[src/rtl/audipus_regmap_pkg.sv]
`default_nettype none
// ============================================================================
// Module   : audipus_regmap_pkg
// Purpose  : Shared register-map constants for the SPI register bank:
//            register addresses, device ID and coefficient geometry.
// Ports    : none (package)
// Revision : 1.0 - initial release
// ============================================================================
package audipus_regmap_pkg;

  localparam int REG_ADDR_W = 7;

  localparam logic [REG_ADDR_W-1:0] REG_ID       = 7'h00;
  localparam logic [REG_ADDR_W-1:0] REG_CTRL     = 7'h01;
  localparam logic [REG_ADDR_W-1:0] REG_STATUS   = 7'h02;
  localparam logic [REG_ADDR_W-1:0] REG_COEF_PTR = 7'h03;
  localparam logic [REG_ADDR_W-1:0] REG_COEF_HI  = 7'h04;
  localparam logic [REG_ADDR_W-1:0] REG_COEF_MID = 7'h05;
  localparam logic [REG_ADDR_W-1:0] REG_COEF_LO  = 7'h06;
  localparam logic [REG_ADDR_W-1:0] REG_SCRATCH  = 7'h07;
  localparam logic [REG_ADDR_W-1:0] REG_EVENTS   = 7'h08;

  localparam logic [7:0] ID_VALUE = 8'hA5;

  // A coefficient is assembled from three SPI bytes: HI, MID, LO.
  localparam int COEF_BYTES = 3;
  localparam int COEF_WIDTH = 24;

endpackage : audipus_regmap_pkg
`default_nettype wire

[src/rtl/coef_loader.sv]
`default_nettype none
// ============================================================================
// Module   : coef_loader
// Purpose  : Stages HI/MID coefficient bytes, holds the auto-incrementing
//            coefficient pointer and emits a one-cycle commit strobe when the
//            LO byte is written.
// Ports    : clk, reset_n        - clock, async active-low reset
//            ptr_wr/hi_wr/mid_wr/lo_wr - decoded write enables
//            wr_data             - SPI write byte
//            coef_ptr            - current pointer (for readback)
//            coef_wr_stb/addr/data - commit to coefficient RAM
// Revision : 1.0 - initial release
// ============================================================================
module coef_loader
  import audipus_regmap_pkg::*;
#(
  parameter int DATA_BITS      = 8,
  parameter int COEF_BITS      = COEF_WIDTH,
  parameter int COEF_ADDR_BITS = 8,
  parameter int NUM_COEFS      = 256
) (
  input  logic                      clk,
  input  logic                      reset_n,
  input  logic                      ptr_wr,
  input  logic                      hi_wr,
  input  logic                      mid_wr,
  input  logic                      lo_wr,
  input  logic [DATA_BITS-1:0]      wr_data,
  output logic [COEF_ADDR_BITS-1:0] coef_ptr,
  output logic                      coef_wr_stb,
  output logic [COEF_ADDR_BITS-1:0] coef_wr_addr,
  output logic [COEF_BITS-1:0]      coef_wr_data
);

  logic [DATA_BITS-1:0]      hi_byte;
  logic [DATA_BITS-1:0]      mid_byte;
  logic [COEF_ADDR_BITS-1:0] ptr_inc;

  // Pointer wraps at the end of the populated coefficient range, which may be
  // smaller than the full address space.
  always_comb begin
    ptr_inc = coef_ptr + COEF_ADDR_BITS'(1);
    if (coef_ptr == COEF_ADDR_BITS'(NUM_COEFS - 1)) begin
      ptr_inc = '0;
    end
  end

  always_ff @(posedge clk or negedge reset_n) begin
    if (!reset_n) begin
      hi_byte      <= '0;
      mid_byte     <= '0;
      coef_ptr     <= '0;
      coef_wr_stb  <= 1'b0;
      coef_wr_addr <= '0;
      coef_wr_data <= '0;
    end else begin
      coef_wr_stb <= lo_wr;
      if (hi_wr) begin
        hi_byte <= wr_data;
      end
      if (mid_wr) begin
        mid_byte <= wr_data;
      end
      // The commit captures the pointer before it advances; HI/MID persist so
      // that coefficients sharing upper bytes only need a LO write each.
      if (lo_wr) begin
        coef_wr_addr <= coef_ptr;
        coef_wr_data <= COEF_BITS'({hi_byte, mid_byte, wr_data});
      end
      // An explicit pointer write overrides the post-commit increment.
      if (ptr_wr) begin
        coef_ptr <= COEF_ADDR_BITS'(wr_data);
      end else if (lo_wr) begin
        coef_ptr <= ptr_inc;
      end
    end
  end

endmodule : coef_loader
`default_nettype wire

[src/rtl/spi_reg_bank.sv]
`default_nettype none
// ============================================================================
// Module   : spi_reg_bank
// Purpose  : Control/status register bank behind the SPI slave. Decodes
//            address and strobes, holds CTRL/SCRATCH/EVENTS, returns registered
//            read data and drives coefficient commits via coef_loader.
// Ports    : clk, reset_n                      - clock, async active-low reset
//            spi_addr/spi_write_data/strobes   - SPI register access
//            spi_read_data                     - registered read data
//            status_in, event_in               - live status, event pulses
//            ctrl_reg                          - control register
//            coef_wr_stb/addr/data             - coefficient RAM commit
// Revision : 1.0 - initial release
// ============================================================================
module spi_reg_bank
  import audipus_regmap_pkg::*;
#(
  parameter int         ADDR_BITS      = 7,
  parameter int         DATA_BITS      = 8,
  parameter int         COEF_BITS      = COEF_WIDTH,
  parameter int         COEF_ADDR_BITS = 8,
  parameter int         NUM_COEFS      = 256,
  parameter logic [7:0] ID_VALUE       = audipus_regmap_pkg::ID_VALUE
) (
  input  logic                      clk,
  input  logic                      reset_n,
  input  logic [ADDR_BITS-1:0]      spi_addr,
  input  logic [DATA_BITS-1:0]      spi_write_data,
  input  logic                      spi_write_stb,
  input  logic                      spi_read_stb,
  output logic [DATA_BITS-1:0]      spi_read_data,
  input  logic [7:0]                status_in,
  input  logic [7:0]                event_in,
  output logic [7:0]                ctrl_reg,
  output logic                      coef_wr_stb,
  output logic [COEF_ADDR_BITS-1:0] coef_wr_addr,
  output logic [COEF_BITS-1:0]      coef_wr_data
);

  logic                      sel_ctrl, sel_ptr, sel_hi, sel_mid, sel_lo;
  logic                      sel_scratch, sel_events;
  logic [7:0]                scratch_reg;
  logic [7:0]                event_flags;
  logic [COEF_ADDR_BITS-1:0] coef_ptr;
  logic [DATA_BITS-1:0]      read_mux;

  always_comb begin
    sel_ctrl    = (spi_addr == ADDR_BITS'(REG_CTRL));
    sel_ptr     = (spi_addr == ADDR_BITS'(REG_COEF_PTR));
    sel_hi      = (spi_addr == ADDR_BITS'(REG_COEF_HI));
    sel_mid     = (spi_addr == ADDR_BITS'(REG_COEF_MID));
    sel_lo      = (spi_addr == ADDR_BITS'(REG_COEF_LO));
    sel_scratch = (spi_addr == ADDR_BITS'(REG_SCRATCH));
    sel_events  = (spi_addr == ADDR_BITS'(REG_EVENTS));
  end

  // The mux reads current register contents, so a read issued together with
  // a write to the same register returns the pre-write value.
  always_comb begin
    read_mux = '0;
    if (spi_addr == ADDR_BITS'(REG_ID)) begin
      read_mux = DATA_BITS'(ID_VALUE);
    end else if (sel_ctrl) begin
      read_mux = DATA_BITS'(ctrl_reg);
    end else if (spi_addr == ADDR_BITS'(REG_STATUS)) begin
      read_mux = DATA_BITS'(status_in);
    end else if (sel_ptr) begin
      read_mux = DATA_BITS'(coef_ptr);
    end else if (sel_scratch) begin
      read_mux = DATA_BITS'(scratch_reg);
    end else if (sel_events) begin
      read_mux = DATA_BITS'(event_flags);
    end
  end

  always_ff @(posedge clk or negedge reset_n) begin
    if (!reset_n) begin
      ctrl_reg      <= '0;
      scratch_reg   <= '0;
      event_flags   <= '0;
      spi_read_data <= '0;
    end else begin
      if (spi_write_stb && sel_ctrl) begin
        ctrl_reg <= 8'(spi_write_data);
      end
      if (spi_write_stb && sel_scratch) begin
        scratch_reg <= 8'(spi_write_data);
      end
      // A read clears exactly the flags it returned; a pulse arriving in the
      // same cycle is OR-ed in afterwards so it is never lost.
      if (spi_read_stb && sel_events) begin
        event_flags <= event_in;
      end else begin
        event_flags <= event_flags | event_in;
      end
      if (spi_read_stb) begin
        spi_read_data <= read_mux;
      end
    end
  end

  coef_loader #(
    .DATA_BITS      (DATA_BITS),
    .COEF_BITS      (COEF_BITS),
    .COEF_ADDR_BITS (COEF_ADDR_BITS),
    .NUM_COEFS      (NUM_COEFS)
  ) u_coef_loader (
    .clk          (clk),
    .reset_n      (reset_n),
    .ptr_wr       (spi_write_stb && sel_ptr),
    .hi_wr        (spi_write_stb && sel_hi),
    .mid_wr       (spi_write_stb && sel_mid),
    .lo_wr        (spi_write_stb && sel_lo),
    .wr_data      (spi_write_data),
    .coef_ptr     (coef_ptr),
    .coef_wr_stb  (coef_wr_stb),
    .coef_wr_addr (coef_wr_addr),
    .coef_wr_data (coef_wr_data)
  );

endmodule : spi_reg_bank
`default_nettype wire

[config.mk]
export PLATFORM = sky130hd
export DESIGN_NAME = spi_reg_bank
export DESIGN_NICKNAME = d
export VERILOG_FILES = /design/src/rtl/audipus_regmap_pkg.sv /design/src/rtl/coef_loader.sv /design/src/rtl/spi_reg_bank.sv
export SDC_FILE = /design/constraint.sdc
export NUM_CORES = 1
export LEC_CHECK = 0
export CAP_MARGIN = 10
export CORE_MARGIN = 10
export CORE_UTILIZATION = 45
export CTS_BUF_LIST = sky130_fd_sc_hd__clkbuf_4
export DETAILED_ROUTE_END_ITERATION = 12
export PLACE_DENSITY = 0.7
export SETUP_SLACK_MARGIN = 0.15
export SLEW_MARGIN = 20
export SYNTH_ARGS = -nofsm -noshare
export SYNTH_HDL_FRONTEND = slang
export SYNTH_SLANG_ARGS = --single-unit
[constraint.sdc]
create_clock -name clk -period 1.6 [get_ports clk]
set_input_delay 0.24 -clock clk [delete_from_list [all_inputs] [get_ports clk]]
set_output_delay 0.24 -clock clk [all_outputs]
set_load 0.02 [all_outputs]
# After elaboration in Yosys (flattened, before gate mapping)
# Index checks and enable logic that the tools add are counted.
[word_totals] reg_bits=89 latchBits=0 mem_bits_rw=0 rom_bits=0 output_inout_bits=49 n_memories=0
[classes] n_addsub=1 n_mul=0 div=0 magnitude_cmp=0 n_eq_ne=9 shifts=0 n_mux=10 bitwise_logic=1 n_reduce_logical=9
[ops] operator="$mux 8" n=10
[ops] operator="$eq 7x3->1 const B" n=4
[ops] operator="$eq 7x2->1 const B" n=2
[ops] operator="$add 8x1->8 const B" n=1
[ops] operator="$eq 8x8->1 const B" n=1
[ops] operator="$or 8x8->8" n=1
[ops] operator="$eq 7x1->1 const B" n=1
[ops] operator="$eq 7x4->1 const B" n=1
[ops] operator="$logic_and 1x1->1" n=7
[ops] operator="$logic_not 7->1" n=1
[ops] operator="$reduce_bool 2->1" n=1

# Longest topological paths before layout
[depth] word_depth=7 depth_mapped=6 ltp_nobuf=5

# Cells and area by module
# From an unflattened synthesis, not the netlist that was laid out.
[unflattened] hier_cells=314 hier_area_um2=4020.1
[modules_own_cells] module="coef_loader" n_inst=1 cells_per_inst=157 area_each_um2=2285.9 seq_area_each_um2=1426.4
[modules_own_cells] module="spi_reg_bank" n_inst=1 cells_per_inst=157 area_each_um2=1734.2 seq_area_each_um2=800.8

# Least setup slack after synthesis
# OpenSTA, ideal clock, no wires.
[synth_path] path_type="input to register" start="in spi_addr[3]" end="reg u_coef_loader.coef_wr_data[0]" setup_time_ns=0.125 arrival_ns=1.556 path_slack_ns=-0.080 cell_stages=4 cell_sequence="or4_4 nor2_2 buf_6 mux2_2"
[synth_between] elab_chain_cells=2
[synth_rtl] element="start: declaration" line_no="spi_reg_bank.sv:27" source="input logic [ADDR_BITS-1:0] spi_addr,"
[synth_rtl] element="$eq 7x3->1" line_no="spi_reg_bank.sv:52" source="sel_lo = (spi_addr == ADDR_BITS'(REG_COEF_LO));"
[synth_rtl] element="$logic_and 1x1->1" line_no="spi_reg_bank.sv:113" source=".lo_wr (spi_write_stb && sel_lo),"
[synth_rtl] element="end signal: assignment" line_no="coef_loader.sv:68" source="coef_wr_data <= COEF_BITS'({hi_byte, mid_byte, wr_data});"
[synth_rtl] element="end: declaration" line_no="coef_loader.sv:32" source="output logic [COEF_BITS-1:0] coef_wr_data"
# No other way between the ends.
# A chain may end at the register's enable or synchronous reset.

# Final worst setup path
[layout_path] start="reg u_coef_loader.coef_ptr[0]" end="reg u_coef_loader.coef_ptr[7]"
[layout_between] elab_chain_cells=4
[layout_rtl] element="start: declaration" line_no="coef_loader.sv:29" source="output logic [COEF_ADDR_BITS-1:0] coef_ptr,"
[layout_rtl] element="start signal: assignment" line_no="coef_loader.sv:72" source="coef_ptr <= COEF_ADDR_BITS'(wr_data);"
[layout_rtl] element="start signal: assignment" line_no="coef_loader.sv:74" source="coef_ptr <= ptr_inc;"
[layout_rtl] element="$add 8x1->8 or $eq 8x8->1 (tied branches)" line_no="coef_loader.sv:42, coef_loader.sv:43"
[layout_rtl] element="$mux 8 (*)" line_no="coef_loader.sv:43" source="if (coef_ptr == COEF_ADDR_BITS'(NUM_COEFS - 1)) begin"
[layout_rtl] element="$mux 8 (*)" line_no="coef_loader.sv:73" source="end else if (lo_wr) begin"
[layout_rtl] element="$mux 8 (*)" line_no="coef_loader.sv:71" source="if (ptr_wr) begin"
# Mark *: on every way between the ends. The rest lies on a longest branch, timed or not. The select of a mux whose other input is x is not followed.

==> impl_summary.md <==
Synth
The average cell area after synthesis is 13.1 um2. In this run the cell area of the synthesized design comes to 4050 um2. The fraction of registers with async set/reset is 100%. In the post-synthesis netlist, the biggest area contributors are sky130_fd_sc_hd__dfrtp_1 (55%), sky130_fd_sc_hd__mux2_2 (16%), sky130_fd_sc_hd__mux2_4 (3.0%). The instance count of the mapped netlist is 309. The post-synth net total is 345.

The most instantiated library cell after synthesis is sky130_fd_sc_hd__dfrtp_1. The proportion of synthesized chip area in sequential cells is 55.0%. The commonest cells after synthesis are sky130_fd_sc_hd__dfrtp_1 (89), sky130_fd_sc_hd__mux2_2 (56), sky130_fd_sc_hd__o21ai_0 (15). The predominant post-synthesis flop cell is sky130_fd_sc_hd__dfrtp_1. The count of flip-flops with a built-in enable after synthesis is 0.

The cell type with the largest total area after synthesis is sky130_fd_sc_hd__dfrtp_1. After synthesis, the netlist uses 44 different library cells. The top cell type's share of synthesized area is 55.0%.

The total of flip-flops plus latches after synthesis is 89. Yosys printed 0 warnings.

Place
Once placement finished, the instance area stood at 5410 um2. The placed wire-length estimate after detailed placement is 8140 um. During placement, the flow inserted port buffers numbering 83. The routability-driven placement congestion ratio is 0.844.

Clock network
The total clock sinks is 89. Clock tree synthesis selected as its root buffer the cell sky130_fd_sc_hd__clkbuf_4. The number of buffers created by CTS is 9.

The clock reaches the later pin of the worst-skew pair after 450 ps. The largest buffer count on any clock path is 2. TritonCTS built the clock tree. The clock-pin slew on the worst setup and hold paths is 140 ps. The H-tree depth is 3.

STA
The achievable frequency is 0.681 GHz. The final critical delay including setup and external delays is 1470 ps. The final max-slew violation count is 0.

For the pin with the worst max-slew slack, the measured transition is 453 ps. The minimum hold slack is 236 ps. The final worst clock skew is 11.5 ps. Setup violations remaining at the end of the flow were counted as 0. Setup repair after global routing could not meet its margin everywhere. The relative max-transition margin is 69.7%.

The hold violation total from the final report is 0. The final critical path takes up 91.7% of the cycle.

Floorplanning
The die covers 13200 um2. The vertical die dimension is 115 um. The count of pins on the block boundary is 84.

The die boundary width is 115 um. In this run the core area contains 34 standard-cell rows. The floorplan core area is 8760 um2.

The effective utilization at floorplan is 46.2%.

Final layout
The net count of the finished layout is 479. The most flop-heavy register is u_coef_loader.coef_wr_data. After routing the design area is 5650 um2. The synthesis-to-finish area growth is 39.4%. Cells with a size suffix above 1 make up 41.5% of the layout. The register with the most flip-flops in the layout has 24 of them.

Worst setup path
The critical path class is register to register. STA classifies the critical path startpoint as a register. Setup slack on the worst reg-to-reg path comes out at 130 ps. In this run the worst path has a maximum fanout of 7.

At the worst endpoint, the required time is 1940 ps. The critical path capture point type is a register. The data arrival time of the critical path is 1810 ps.

Pwr
The clock network fraction of total power is 27.4%. The leakage power of the design is 0.00261 uW. VDD sags by at most 410 uV. The switching component of the power is 1260 uW.

The power per unit of standard cell area is 767 nW/um2. Net switching is 29.1% of the power. The sequential power share is 57.1%. The internal power is 3070 uW. The share of total power dissipated in combinational logic is 15.5%.

Drt
Dividing the detail-routed wire length by the instance count gives 20.8 um. Wires add up to 11600 um. For this block, the initial DRC count from the detailed router was 156. For this block, the via count after detailed routing is 3124. Using the TritonRoute via totals, the vias-per-cell ratio works out to 5.61. The detailed-router iteration count before antenna repair is 4.

The DRC violations left is 0. In this run the remaining antenna-violating nets after routing total 0.

Global route
The via count of the first global-routing pass came to 3398. Global routing used 18.0% of the available tracks across all layers. The maximum number of pins on one net before global-route repair is 38. The number of antenna violations at the first check in global routing is 1.

The sum of overflow across all layers after global routing is 0. The global-route wire length before repair is 18700 um.

Run
The max-capacitance violation count is 0.

Run status
The flow ran to the end, and the final reports show no timing, DRC or antenna violations.

Worst hold path
The path class of the tightest hold or removal check is input port to asynchronous set/reset pin.
[what timing repair did]
action	CTS	global route
gates cloned	4	0
resized for setup	94	57
pin swaps	4	4
setup endpoints to repair	137	95
setup buffers	5	0
endpoints found under the hold margin	24	0
hold buffers	1	0
[cell usage in the layout (no fill, tap or decap), types with 3 or more instances in the layout]
cell type                         synthesis  final
sky130_fd_sc_hd__a22oi_1                  8      8
sky130_fd_sc_hd__clkbuf_4                 0     10
sky130_fd_sc_hd__o221ai_1                 3      3
sky130_fd_sc_hd__inv_1                    5      5
sky130_fd_sc_hd__o21ai_0                 15     12
sky130_fd_sc_hd__nand4_1                  3      3
sky130_fd_sc_hd__o21a_1                   7      7
sky130_fd_sc_hd__dfrtp_2                  0      5
sky130_fd_sc_hd__clkdlybuf4s15_1          0     21
sky130_fd_sc_hd__clkdlybuf4s50_1          0     25
sky130_fd_sc_hd__a31oi_1                  5      5
sky130_fd_sc_hd__or3_1                    3      3
sky130_fd_sc_hd__nand4b_1                 3      3
sky130_fd_sc_hd__nand3_1                  7      4
sky130_fd_sc_hd__nand2b_1                13     13
sky130_fd_sc_hd__mux2_4                   8     36
sky130_fd_sc_hd__a22o_1                   7      7
sky130_fd_sc_hd__mux2_2                  56     28
sky130_fd_sc_hd__buf_4                    0     45
sky130_fd_sc_hd__o21ai_1                  1      4
sky130_fd_sc_hd__buf_6                    7      3
sky130_fd_sc_hd__dlygate4sd2_1            0     10
sky130_fd_sc_hd__a21o_1                   8      8
sky130_fd_sc_hd__nor3_1                   5      3
sky130_fd_sc_hd__buf_12                   0      4
sky130_fd_sc_hd__nor2b_1                  6      6
sky130_fd_sc_hd__buf_16                   0      4
sky130_fd_sc_hd__nand2_1                  7      7
sky130_fd_sc_hd__clkbuf_2                 0     22
sky130_fd_sc_hd__nor2_1                   3      3
sky130_fd_sc_hd__dfrtp_1                 89     84
sky130_fd_sc_hd__a221o_1                  5      5
[logic make-up after synthesis]
logic type / Yosys count / synth area share (%)
xor gates and xnor gates: 3 / 0.648
buffers and inverters: 21 / 3.30
DFF: 89 / 55.0
muxes: 64 / 18.5
AOI/OAI and AO/OA: 64 / 11.8
and+or+nand+nor: 67 / 10.5
adders and majority gates: 1 / 0.309
[through the flow]
stage               utilization (%)  instances  total power, uW  TNS (ps)  setup slack [ps]
floorplan                         -        309             2790     -1110             -64.4
global placement               61.8        530             3190    -45090              -587
detailed placement             61.8        530             3210    -47020              -600
CTS                            65.2        556             4360         0               116
global route                   64.5        557             4520         0              60.8
finish                         64.5        557             4330         0               132
[layer usage]
layer	vias up	share of wire (%)	global-route usage, %	wire [um]
met3	21	5.7	4.22	658
met1	1593	44	22.9	5080
li1	1425	-	-	-
met4	0	2.1	7.26	244
met5	-	0	0	0
met2	85	48	29.0	5610
[final timing paths]
| check | startpoint | end | depth (start not counted) |
|---|---|---|---|
| setup / recovery | u_coef_loader.coef_ptr[0]$_DFFE_PN0P_ | u_coef_loader.coef_ptr[7]$_DFFE_PN0P_ | 5 |
| hold / removal | reset_n | spi_read_data[2]$_DFFE_PN0P_ | 2 |
| setup reg to reg | u_coef_loader.coef_ptr[0]$_DFFE_PN0P_ | u_coef_loader.coef_ptr[7]$_DFFE_PN0P_ | 5 |
| hold reg to reg | event_flags[5]$_DFF_PN0_ | event_flags[5]$_DFF_PN0_ | 1 |
| max in group asynchronous | reset_n | u_coef_loader.coef_ptr[4]$_DFFE_PN0P_ | 3 |
| min in group clk | event_in[0] | event_flags[0]$_DFF_PN0_ | 2 |
[power groups by stage]
stage | logic, uW | registers (uW) | clock network [uW]
after floorplan | 247 | 2540 | 0
after global placement | 684 | 2500 | 0
after detailed placement | 702 | 2510 | 0
after CTS | 684 | 2470 | 1210
after global routing | 729 | 2490 | 1310
final | 673 | 2470 | 1190
[worst max-delay path, stage by stage (launching register included)]
cell	delay (ps)
sky130_fd_sc_hd__dfrtp_1	380
sky130_fd_sc_hd__ha_2	220
sky130_fd_sc_hd__nand3_4	100
sky130_fd_sc_hd__o22ai_4	230
sky130_fd_sc_hd__o41ai_2	110
sky130_fd_sc_hd__a221o_1	320
[area by class of cell]
cell class	instances	area, um2
Fill cell	716	3110
Sequential cell	89	2230
Multi-Input combinational cell	199	1860
Timing Repair Buffer	139	1270
Tap cell	108	135
Clock buffer	10	75.1
Clock inverter	6	50.0
Inverter	5	18.8
Antenna cell	1	2.50
(Power assumes the default switching activity.)
